--- config.mk ---
export PLATFORM = sky130hd
export DESIGN_NAME = adsr_pulse_scheduler_flat
export DESIGN_NICKNAME = d
export VERILOG_FILES = /design/src/rtl/adsr_pulse_scheduler_if.sv /design/src/rtl/adsr_pulse_scheduler.sv /design/src/flat_wrapper.sv
export SDC_FILE = /design/constraint.sdc
export NUM_CORES = 1
export LEC_CHECK = 0
export CORE_MARGIN = 5
export CORE_UTILIZATION = 44
export DETAILED_ROUTE_END_ITERATION = 6
export PLACE_DENSITY = 0.75
export REMOVE_ABC_BUFFERS = 1
export SLEW_MARGIN = 25
export SYNTH_ARGS = -nofsm -noshare
export SYNTH_HDL_FRONTEND = slang
export SYNTH_SLANG_ARGS = --single-unit
--- constraint.sdc ---
create_clock -name clk -period 9.3 [get_ports clk]
set_input_delay 1.86 -clock clk [delete_from_list [all_inputs] [get_ports clk]]
set_output_delay 1.86 -clock clk [all_outputs]
set_load 0.01 [all_outputs]
--- src/rtl/adsr_pulse_scheduler_if.sv ---
// Control/snoop bundle between the ADSR pulse scheduler and its surroundings.
//   master : drives BPM/amplitude requests, user enable and the snooped pixel
//            handshake; observes the filter control outputs.
//   slave  : the scheduler itself.
// Ports carried: bpm_in, bpm_valid, amp_in, enable_req, pix_valid, pix_ready
// (toward the scheduler) and filter_enable, bpm_cfg, amp_cfg, frame_start,
// beat_tick, beat_count, state_dbg (from the scheduler).
interface adsr_pulse_scheduler_if #(
    parameter int MAX_BPM = 200,
    parameter int BITS    = 8
);
    localparam int BPM_W = $clog2(MAX_BPM + 1);

    logic [BPM_W-1:0] bpm_in;
    logic             bpm_valid;
    logic [BITS-1:0]  amp_in;
    logic             enable_req;
    logic             pix_valid;
    logic             pix_ready;

    logic             filter_enable;
    logic [BPM_W-1:0] bpm_cfg;
    logic [BITS-1:0]  amp_cfg;
    logic             frame_start;
    logic             beat_tick;
    logic [15:0]      beat_count;
    logic [1:0]       state_dbg;

    modport master (
        output bpm_in, bpm_valid, amp_in, enable_req, pix_valid, pix_ready,
        input  filter_enable, bpm_cfg, amp_cfg, frame_start, beat_tick,
               beat_count, state_dbg
    );

    modport slave (
        input  bpm_in, bpm_valid, amp_in, enable_req, pix_valid, pix_ready,
        output filter_enable, bpm_cfg, amp_cfg, frame_start, beat_tick,
               beat_count, state_dbg
    );
endinterface

--- src/rtl/adsr_pulse_scheduler.sv ---
// Frame-synchronous sequencer for the ADSR brightness filter.
// Counts accepted pixels to find frame boundaries, turns the latched BPM into
// beat events with a ms-rate phase accumulator, and holds filter_enable high
// for PULSE_FRAMES whole frames per beat. BPM and amplitude reach the filter
// only at frame boundaries.
// Ports:
//   clk, reset (async, active-high)
//   bus (slave): request/snoop inputs and registered filter control outputs.
module adsr_pulse_scheduler #(
    parameter int CLK_HZ       = 50_000_000,
    parameter int MIN_BPM      = 40,
    parameter int MAX_BPM      = 200,
    parameter int BITS         = 8,
    parameter int IMAGE_WIDTH  = 640,
    parameter int IMAGE_HEIGHT = 480,
    parameter int PULSE_FRAMES = 4
) (
    input logic                   clk,
    input logic                   reset,
    adsr_pulse_scheduler_if.slave bus
);
    localparam int BPM_W = $clog2(MAX_BPM + 1);
    localparam int PRE_N = CLK_HZ / 1000;
    localparam int PRE_W = (PRE_N > 1) ? $clog2(PRE_N) : 1;
    localparam int XW    = (IMAGE_WIDTH > 1) ? $clog2(IMAGE_WIDTH) : 1;
    localparam int YW    = (IMAGE_HEIGHT > 1) ? $clog2(IMAGE_HEIGHT) : 1;
    localparam int FW    = $clog2(PULSE_FRAMES + 1);

    typedef enum logic [1:0] {DISABLED = 2'd0, WAIT_BEAT = 2'd1, PULSE = 2'd2} state_t;

    state_t           state;
    logic [XW-1:0]    x;
    logic [YW-1:0]    y;
    logic [PRE_W-1:0] pre;
    logic [15:0]      acc;
    logic [FW-1:0]    frames_left;
    logic             beat_pending;
    logic [BPM_W-1:0] shadow_bpm, bpm_cfg, bpm_clamped;
    logic [BITS-1:0]  shadow_amp, amp_cfg;
    logic             frame_start, beat_tick, filter_enable;
    logic [15:0]      beat_count;
    logic [16:0]      sum;
    logic             accept, frame_end, pre_tc, beat_now;

    assign accept    = bus.pix_valid & bus.pix_ready;
    // The last pixel's handshake edge is where every frame-boundary update
    // lands, so frame_start and the new config/enable appear together.
    assign frame_end = accept & (x == XW'(IMAGE_WIDTH - 1)) & (y == YW'(IMAGE_HEIGHT - 1));
    assign pre_tc    = (pre == PRE_W'(PRE_N - 1));
    assign sum       = {1'b0, acc} + 17'(bpm_cfg);
    assign beat_now  = (state != DISABLED) & pre_tc & (sum >= 17'd60000);

    always_comb begin
        bpm_clamped = bus.bpm_in;
        if (bus.bpm_in < BPM_W'(MIN_BPM))
            bpm_clamped = BPM_W'(MIN_BPM);
        else if (bus.bpm_in > BPM_W'(MAX_BPM))
            bpm_clamped = BPM_W'(MAX_BPM);
    end

    // Pixel position, shadow registers and frame-gated config.
    always_ff @(posedge clk or posedge reset) begin
        if (reset) begin
            x           <= '0;
            y           <= '0;
            frame_start <= 1'b0;
            shadow_bpm  <= BPM_W'(MIN_BPM);
            shadow_amp  <= '0;
            bpm_cfg     <= BPM_W'(MIN_BPM);
            amp_cfg     <= '0;
        end else begin
            frame_start <= frame_end;
            shadow_amp  <= bus.amp_in;
            if (bus.bpm_valid)
                shadow_bpm <= bpm_clamped;
            if (accept) begin
                if (x == XW'(IMAGE_WIDTH - 1)) begin
                    x <= '0;
                    y <= (y == YW'(IMAGE_HEIGHT - 1)) ? '0 : y + YW'(1);
                end else begin
                    x <= x + XW'(1);
                end
            end
            if (frame_end) begin
                bpm_cfg <= shadow_bpm;
                amp_cfg <= shadow_amp;
            end
        end
    end

    // ms prescaler and beat phase accumulator (one full beat = 60000 bpm*ms).
    always_ff @(posedge clk or posedge reset) begin
        if (reset) begin
            pre        <= '0;
            acc        <= '0;
            beat_tick  <= 1'b0;
            beat_count <= '0;
        end else begin
            beat_tick  <= beat_now;
            beat_count <= beat_count + 16'(beat_now);
            if (state == DISABLED) begin
                pre <= '0;
                acc <= '0;
            end else if (pre_tc) begin
                pre <= '0;
                acc <= beat_now ? 16'(sum - 17'd60000) : sum[15:0];
            end else begin
                pre <= pre + PRE_W'(1);
            end
        end
    end

    // Sequencer. A beat landing in the consuming cycle survives as the new
    // pending beat; otherwise pending is a sticky single flag.
    always_ff @(posedge clk or posedge reset) begin
        if (reset) begin
            state         <= DISABLED;
            frames_left   <= '0;
            beat_pending  <= 1'b0;
            filter_enable <= 1'b0;
        end else begin
            if (beat_now)
                beat_pending <= 1'b1;
            if (frame_end) begin
                case (state)
                    DISABLED: begin
                        if (bus.enable_req)
                            state <= WAIT_BEAT;
                    end
                    WAIT_BEAT: begin
                        if (!bus.enable_req) begin
                            state        <= DISABLED;
                            beat_pending <= 1'b0;
                        end else if (beat_pending) begin
                            state         <= PULSE;
                            frames_left   <= FW'(PULSE_FRAMES);
                            beat_pending  <= beat_now;
                            filter_enable <= 1'b1;
                        end
                    end
                    PULSE: begin
                        if (!bus.enable_req) begin
                            state         <= DISABLED;
                            frames_left   <= '0;
                            beat_pending  <= 1'b0;
                            filter_enable <= 1'b0;
                        end else if (frames_left == FW'(1)) begin
                            if (beat_pending) begin
                                frames_left  <= FW'(PULSE_FRAMES);
                                beat_pending <= beat_now;
                            end else begin
                                frames_left   <= '0;
                                state         <= WAIT_BEAT;
                                filter_enable <= 1'b0;
                            end
                        end else begin
                            frames_left <= frames_left - FW'(1);
                        end
                    end
                    default: begin
                        state         <= DISABLED;
                        beat_pending  <= 1'b0;
                        filter_enable <= 1'b0;
                    end
                endcase
            end
        end
    end

    assign bus.filter_enable = filter_enable;
    assign bus.bpm_cfg       = bpm_cfg;
    assign bus.amp_cfg       = amp_cfg;
    assign bus.frame_start   = frame_start;
    assign bus.beat_tick     = beat_tick;
    assign bus.beat_count    = beat_count;
    assign bus.state_dbg     = state;
endmodule
--- src/flat_wrapper.sv ---
// flat-port wrapper written by rule: the top's interface ports become plain ports
module adsr_pulse_scheduler_flat 
#(
    parameter int CLK_HZ       = 50_000_000,
    parameter int MIN_BPM      = 40,
    parameter int MAX_BPM      = 200,
    parameter int BITS         = 8,
    parameter int IMAGE_WIDTH  = 640,
    parameter int IMAGE_HEIGHT = 480,
    parameter int PULSE_FRAMES = 4
)
  (clk, reset, bus_bpm_in, bus_bpm_valid, bus_amp_in, bus_enable_req, bus_pix_valid, bus_pix_ready, bus_filter_enable, bus_bpm_cfg, bus_amp_cfg, bus_frame_start, bus_beat_tick, bus_beat_count, bus_state_dbg);
  adsr_pulse_scheduler_if #(.MAX_BPM(MAX_BPM), .BITS(BITS)) bus_i ();
  input logic clk;
  input logic reset;
  input wire logic [$bits(bus_i.bpm_in)-1:0] bus_bpm_in;
  input wire logic [$bits(bus_i.bpm_valid)-1:0] bus_bpm_valid;
  input wire logic [$bits(bus_i.amp_in)-1:0] bus_amp_in;
  input wire logic [$bits(bus_i.enable_req)-1:0] bus_enable_req;
  input wire logic [$bits(bus_i.pix_valid)-1:0] bus_pix_valid;
  input wire logic [$bits(bus_i.pix_ready)-1:0] bus_pix_ready;
  output wire logic [$bits(bus_i.filter_enable)-1:0] bus_filter_enable;
  output wire logic [$bits(bus_i.bpm_cfg)-1:0] bus_bpm_cfg;
  output wire logic [$bits(bus_i.amp_cfg)-1:0] bus_amp_cfg;
  output wire logic [$bits(bus_i.frame_start)-1:0] bus_frame_start;
  output wire logic [$bits(bus_i.beat_tick)-1:0] bus_beat_tick;
  output wire logic [$bits(bus_i.beat_count)-1:0] bus_beat_count;
  output wire logic [$bits(bus_i.state_dbg)-1:0] bus_state_dbg;
  assign bus_i.bpm_in = bus_bpm_in;
  assign bus_i.bpm_valid = bus_bpm_valid;
  assign bus_i.amp_in = bus_amp_in;
  assign bus_i.enable_req = bus_enable_req;
  assign bus_i.pix_valid = bus_pix_valid;
  assign bus_i.pix_ready = bus_pix_ready;
  assign bus_filter_enable = bus_i.filter_enable;
  assign bus_bpm_cfg = bus_i.bpm_cfg;
  assign bus_amp_cfg = bus_i.amp_cfg;
  assign bus_frame_start = bus_i.frame_start;
  assign bus_beat_tick = bus_i.beat_tick;
  assign bus_beat_count = bus_i.beat_count;
  assign bus_state_dbg = bus_i.state_dbg;
  adsr_pulse_scheduler #(.CLK_HZ(CLK_HZ), .MIN_BPM(MIN_BPM), .MAX_BPM(MAX_BPM), .BITS(BITS), .IMAGE_WIDTH(IMAGE_WIDTH), .IMAGE_HEIGHT(IMAGE_HEIGHT), .PULSE_FRAMES(PULSE_FRAMES)) u_core (.clk(clk), .reset(reset), .bus(bus_i));
endmodule
==> results.sh <==
export IMPL_status="completed"
export IMPL_slowest_delay_ps=440
export IMPL_hp_start="u_core.shadow_amp[5]"
export IMPL_hold_depth=2
export IMPL_p_per_area_nw_per_um2=141
export IMPL_final_antenna_net_count=0
export IMPL_yosys_area_top_type="dfrtp_1"
export IMPL_grt_max_degree=67
export IMPL_arrival_ps=4580
export IMPL_gr_usage_all_layers=0.166
export IMPL_crit_chain="ha_1 > inv_1 > fa_1 > nand2b_1 > a21o_1 > a21oi_1 > xor2_1 > a2111oi_4 > o311ai_2 > a21o_1 > nor2b_1 > ha_1 > ha_1 > and3_1 > nand4_1 > xnor2_1"
export IMPL_grt_remaining_overflow=0
export IMPL_cts_tree="done"
export IMPL_io_buffers=58
export IMPL_fin_crit_sh=0.468
export IMPL_crit_buf_inv=1
export IMPL_ys_top_cells_by_count="dfrtp_1 (104), nand2_1 (93), nor2_1 (60)"
export IMPL_synth_top_family_by_area="simple AND/OR/NAND/NOR gates"
export IMPL_start_kind="flop"
export IMPL_syn_area_per_cell_sq_um=9.56
export IMPL_clockRootBuffer="clkbuf_16"
export IMPL_layout_min_cycle_time_ps=4360
export IMPL_core_area_sq_um=12500
export IMPL_die_h_microns=123
export IMPL_clk_latency_ps=340
export IMPL_synthXorXnorAreaFrac=0.0843
export IMPL_antenna_cells=0
export IMPL_ys_warn_count=0
export IMPL_power_mw=0.941
export IMPL_dr_pass1_iters=5
export IMPL_cts_hold_buf=0
export IMPL_worstMarginPinSlew_ps=1010
export IMPL_syn_to_final_growth_pct=18.9
export IMPL_htreeDepth=3
export IMPL_synth_compound_area_frac=0.125
export IMPL_cts_inserted_buffers=9
export IMPL_synth_simple_area_share=0.205
export IMPL_viasPerCell=5.38
export IMPL_place_congestion=0.867
export IMPL_setup_violations_final=0
export IMPL_reg2reg_slack_ps=4940
export IMPL_cts_reportedPaths_clkPinSlew_ps=80
export IMPL_max_freq_ghz=0.230
export IMPL_grt_pass1_vias=4334
export IMPL_synth_seq_area_share=0.484
export IMPL_drtIter0Drc=267
export IMPL_hold_class="reg2reg"
export IMPL_dieWidth_microns=123
export IMPL_critical_path_slowest_cell="xor2_1"
export IMPL_slew_headroom=0.330
export IMPL_cts_repair_resized=0
export IMPL_synth_adder_area_share=0.0501
export IMPL_end_kind="flop"
export IMPL_dp_hpwl_mm=8.51
export IMPL_yosys_top_cells_area="dfrtp_1 (47%), nand2_1 (6.2%), ha_1 (4.5%), xnor2_1 (4.4%), nor2_1 (4.0%)"
export IMPL_dominantRegCellSynth="dfrtp_1"
export IMPL_crit_top_cell="ha_1"
export IMPL_async_reset_ff_frac=1.00
export IMPL_peakVddDrop_v=0.0000921
export IMPL_hold_viol=0
export IMPL_cts_buffer_depth=2
export IMPL_grt_first_pass_wirelength_mm=20.3
export IMPL_rows=41
export IMPL_fill_cells=1143
export IMPL_cp_depth=16
export IMPL_skew_ps=8.86
export IMPL_start_util=0.447
export IMPL_crit_family="compound AO/OA/AOI/OAI gates"
export IMPL_post_cts_setup_buffers=0
export IMPL_avgRoutedWirePerCell_microns=14.5
export IMPL_muxShareOfSynthArea=0.0235
export IMPL_layout_nets=680
export IMPL_ys_seq_elements=108
export IMPL_synth_edf_count=0
export IMPL_antenna_found_initial=0
export IMPL_yosysMostFrequentCell="dfrtp_1"
export IMPL_vias=4383
export IMPL_crit_fanout=7
export IMPL_synth_top_cell_area_share=0.465
export IMPL_p_leak_nw=2.90
export IMPL_dieArea_sq_um=15100
export IMPL_syn_cell_area_sq_um=5590
export IMPL_critical_path_required_ps=9530
export IMPL_worstRegToRegCells=16
export IMPL_placed_cells=798
export IMPL_post_route_drc_count=0
export IMPL_r2r_start="u_core.bus.bpm_cfg[0]"
export IMPL_finalWirelength_mm=11.8
export IMPL_rsz0062_at_grt="false"
export IMPL_synth_cells=585
export IMPL_tns_ps=0
export IMPL_critPathKind="reg2reg"
export IMPL_cts_sinks=108
export IMPL_yosysUniqueCellTypes=55
export IMPL_io_pins=59
export IMPL_drv_slew=0
export IMPL_fin_cells=814
export IMPL_layout_drive_gt1_share=0.0623
export IMPL_crit_start="u_core.bus.bpm_cfg[0]"
export IMPL_maxCapViolations=0
metal layers:
layer | wire (microns) | vias to the layer above | GRT usage
met3 | 576 | 16 | 0.0396
li1 | - | 2130 | -
met1 | 5360 | 2123 | 0.215
met5 | 0 | - | 0
met4 | 139 | 0 | 0.0511
met2 | 5740 | 114 | 0.277
layout make-up:
cell class	count	area, sq um	share of cell area
Multi-Input combinational cell	438	2740	0.412
Sequential cell	108	2710	0.407
Timing Repair Buffer	60	596	0.0895
Clock buffer	9	225	0.0339
Tap cell	172	215	0.0324
Clock inverter	7	92.6	0.0139
Inverter	20	77.6	0.0117
final timing paths:
check                                             to
min reg2reg                    u_core.bus.amp_cfg[5]
min                            u_core.bus.amp_cfg[5]
max in group asynchronous    u_core.bus.state_dbg[0]
max reg2reg                u_core.bus.beat_count[14]
min in group asynchronous   u_core.bus.beat_count[1]
max                        u_core.bus.beat_count[14]
cells by family (layout without fill, tap and decap cells):
kind of cell | after synthesis | count (layout)
adders and majority gates | 22 | 22
AOI/OAI and AO/OA | 99 | 99
and+or+nand+nor | 252 | 252
xor gates and xnor gates | 53 | 53
DFF | 108 | 108
muxes | 12 | 12
buffers and inverters | 39 | 96
where the power goes:
group	total, mW	switching [mW]	internal [mW]
logic	0.0463	0.0247	0.0216
registers	0.498	0.0124	0.486
clock network	0.396	0.180	0.216
total	0.941	0.217	0.724
registers in the layout (all words and copies together) (netlist names):
name	cells
u_core.bus.bpm_cfg	8
u_core.shadow_bpm	8
u_core.x	10
u_core.shadow_amp	8
u_core.bus.state_dbg	2
u_core.pre	16
u_core.bus.beat_tick	1
u_core.beat_pending	1
u_core.frames_left	3
u_core.bus.frame_start	1
u_core.bus.beat_count	16
u_core.y	9
u_core.bus.filter_enable	1
u_core.acc	16
u_core.bus.amp_cfg	8
tightest hold or removal path, stage by stage (launching register included):
cell and delay, ps:
dfrtp_1 320, nand2_1 50, nand2_1 50
metrics by stage:
stage	cell area, sq um	setup WS, ps	util	hold WS (ps)
2_1_floorplan	5510	4600	-	414
3_3_place_gp	6330	5130	0.506	419
3_5_place_dp	6330	5010	0.506	426
4_1_cts	6650	4980	0.531	446
5_1_grt	6650	4660	0.531	473
6_report	6650	4940	0.531	444
cells in the final DEF, fill, tap and decap left out, types with 6 or more instances in the layout:
cell type,count
xor2_1,24
nor2_1,60
clkdlybuf4s50_1,58
and3_1,15
xnor2_1,28
nand4_1,11
dfrtp_1,104
nand3_1,27
ha_1,20
o211ai_1,6
a21oi_1,27
or3_1,7
clkbuf_16,9
o21ai_0,23
mux2_2,7
nor3_1,15
inv_1,19
nand2_1,93
(Power assumes the default switching activity.)
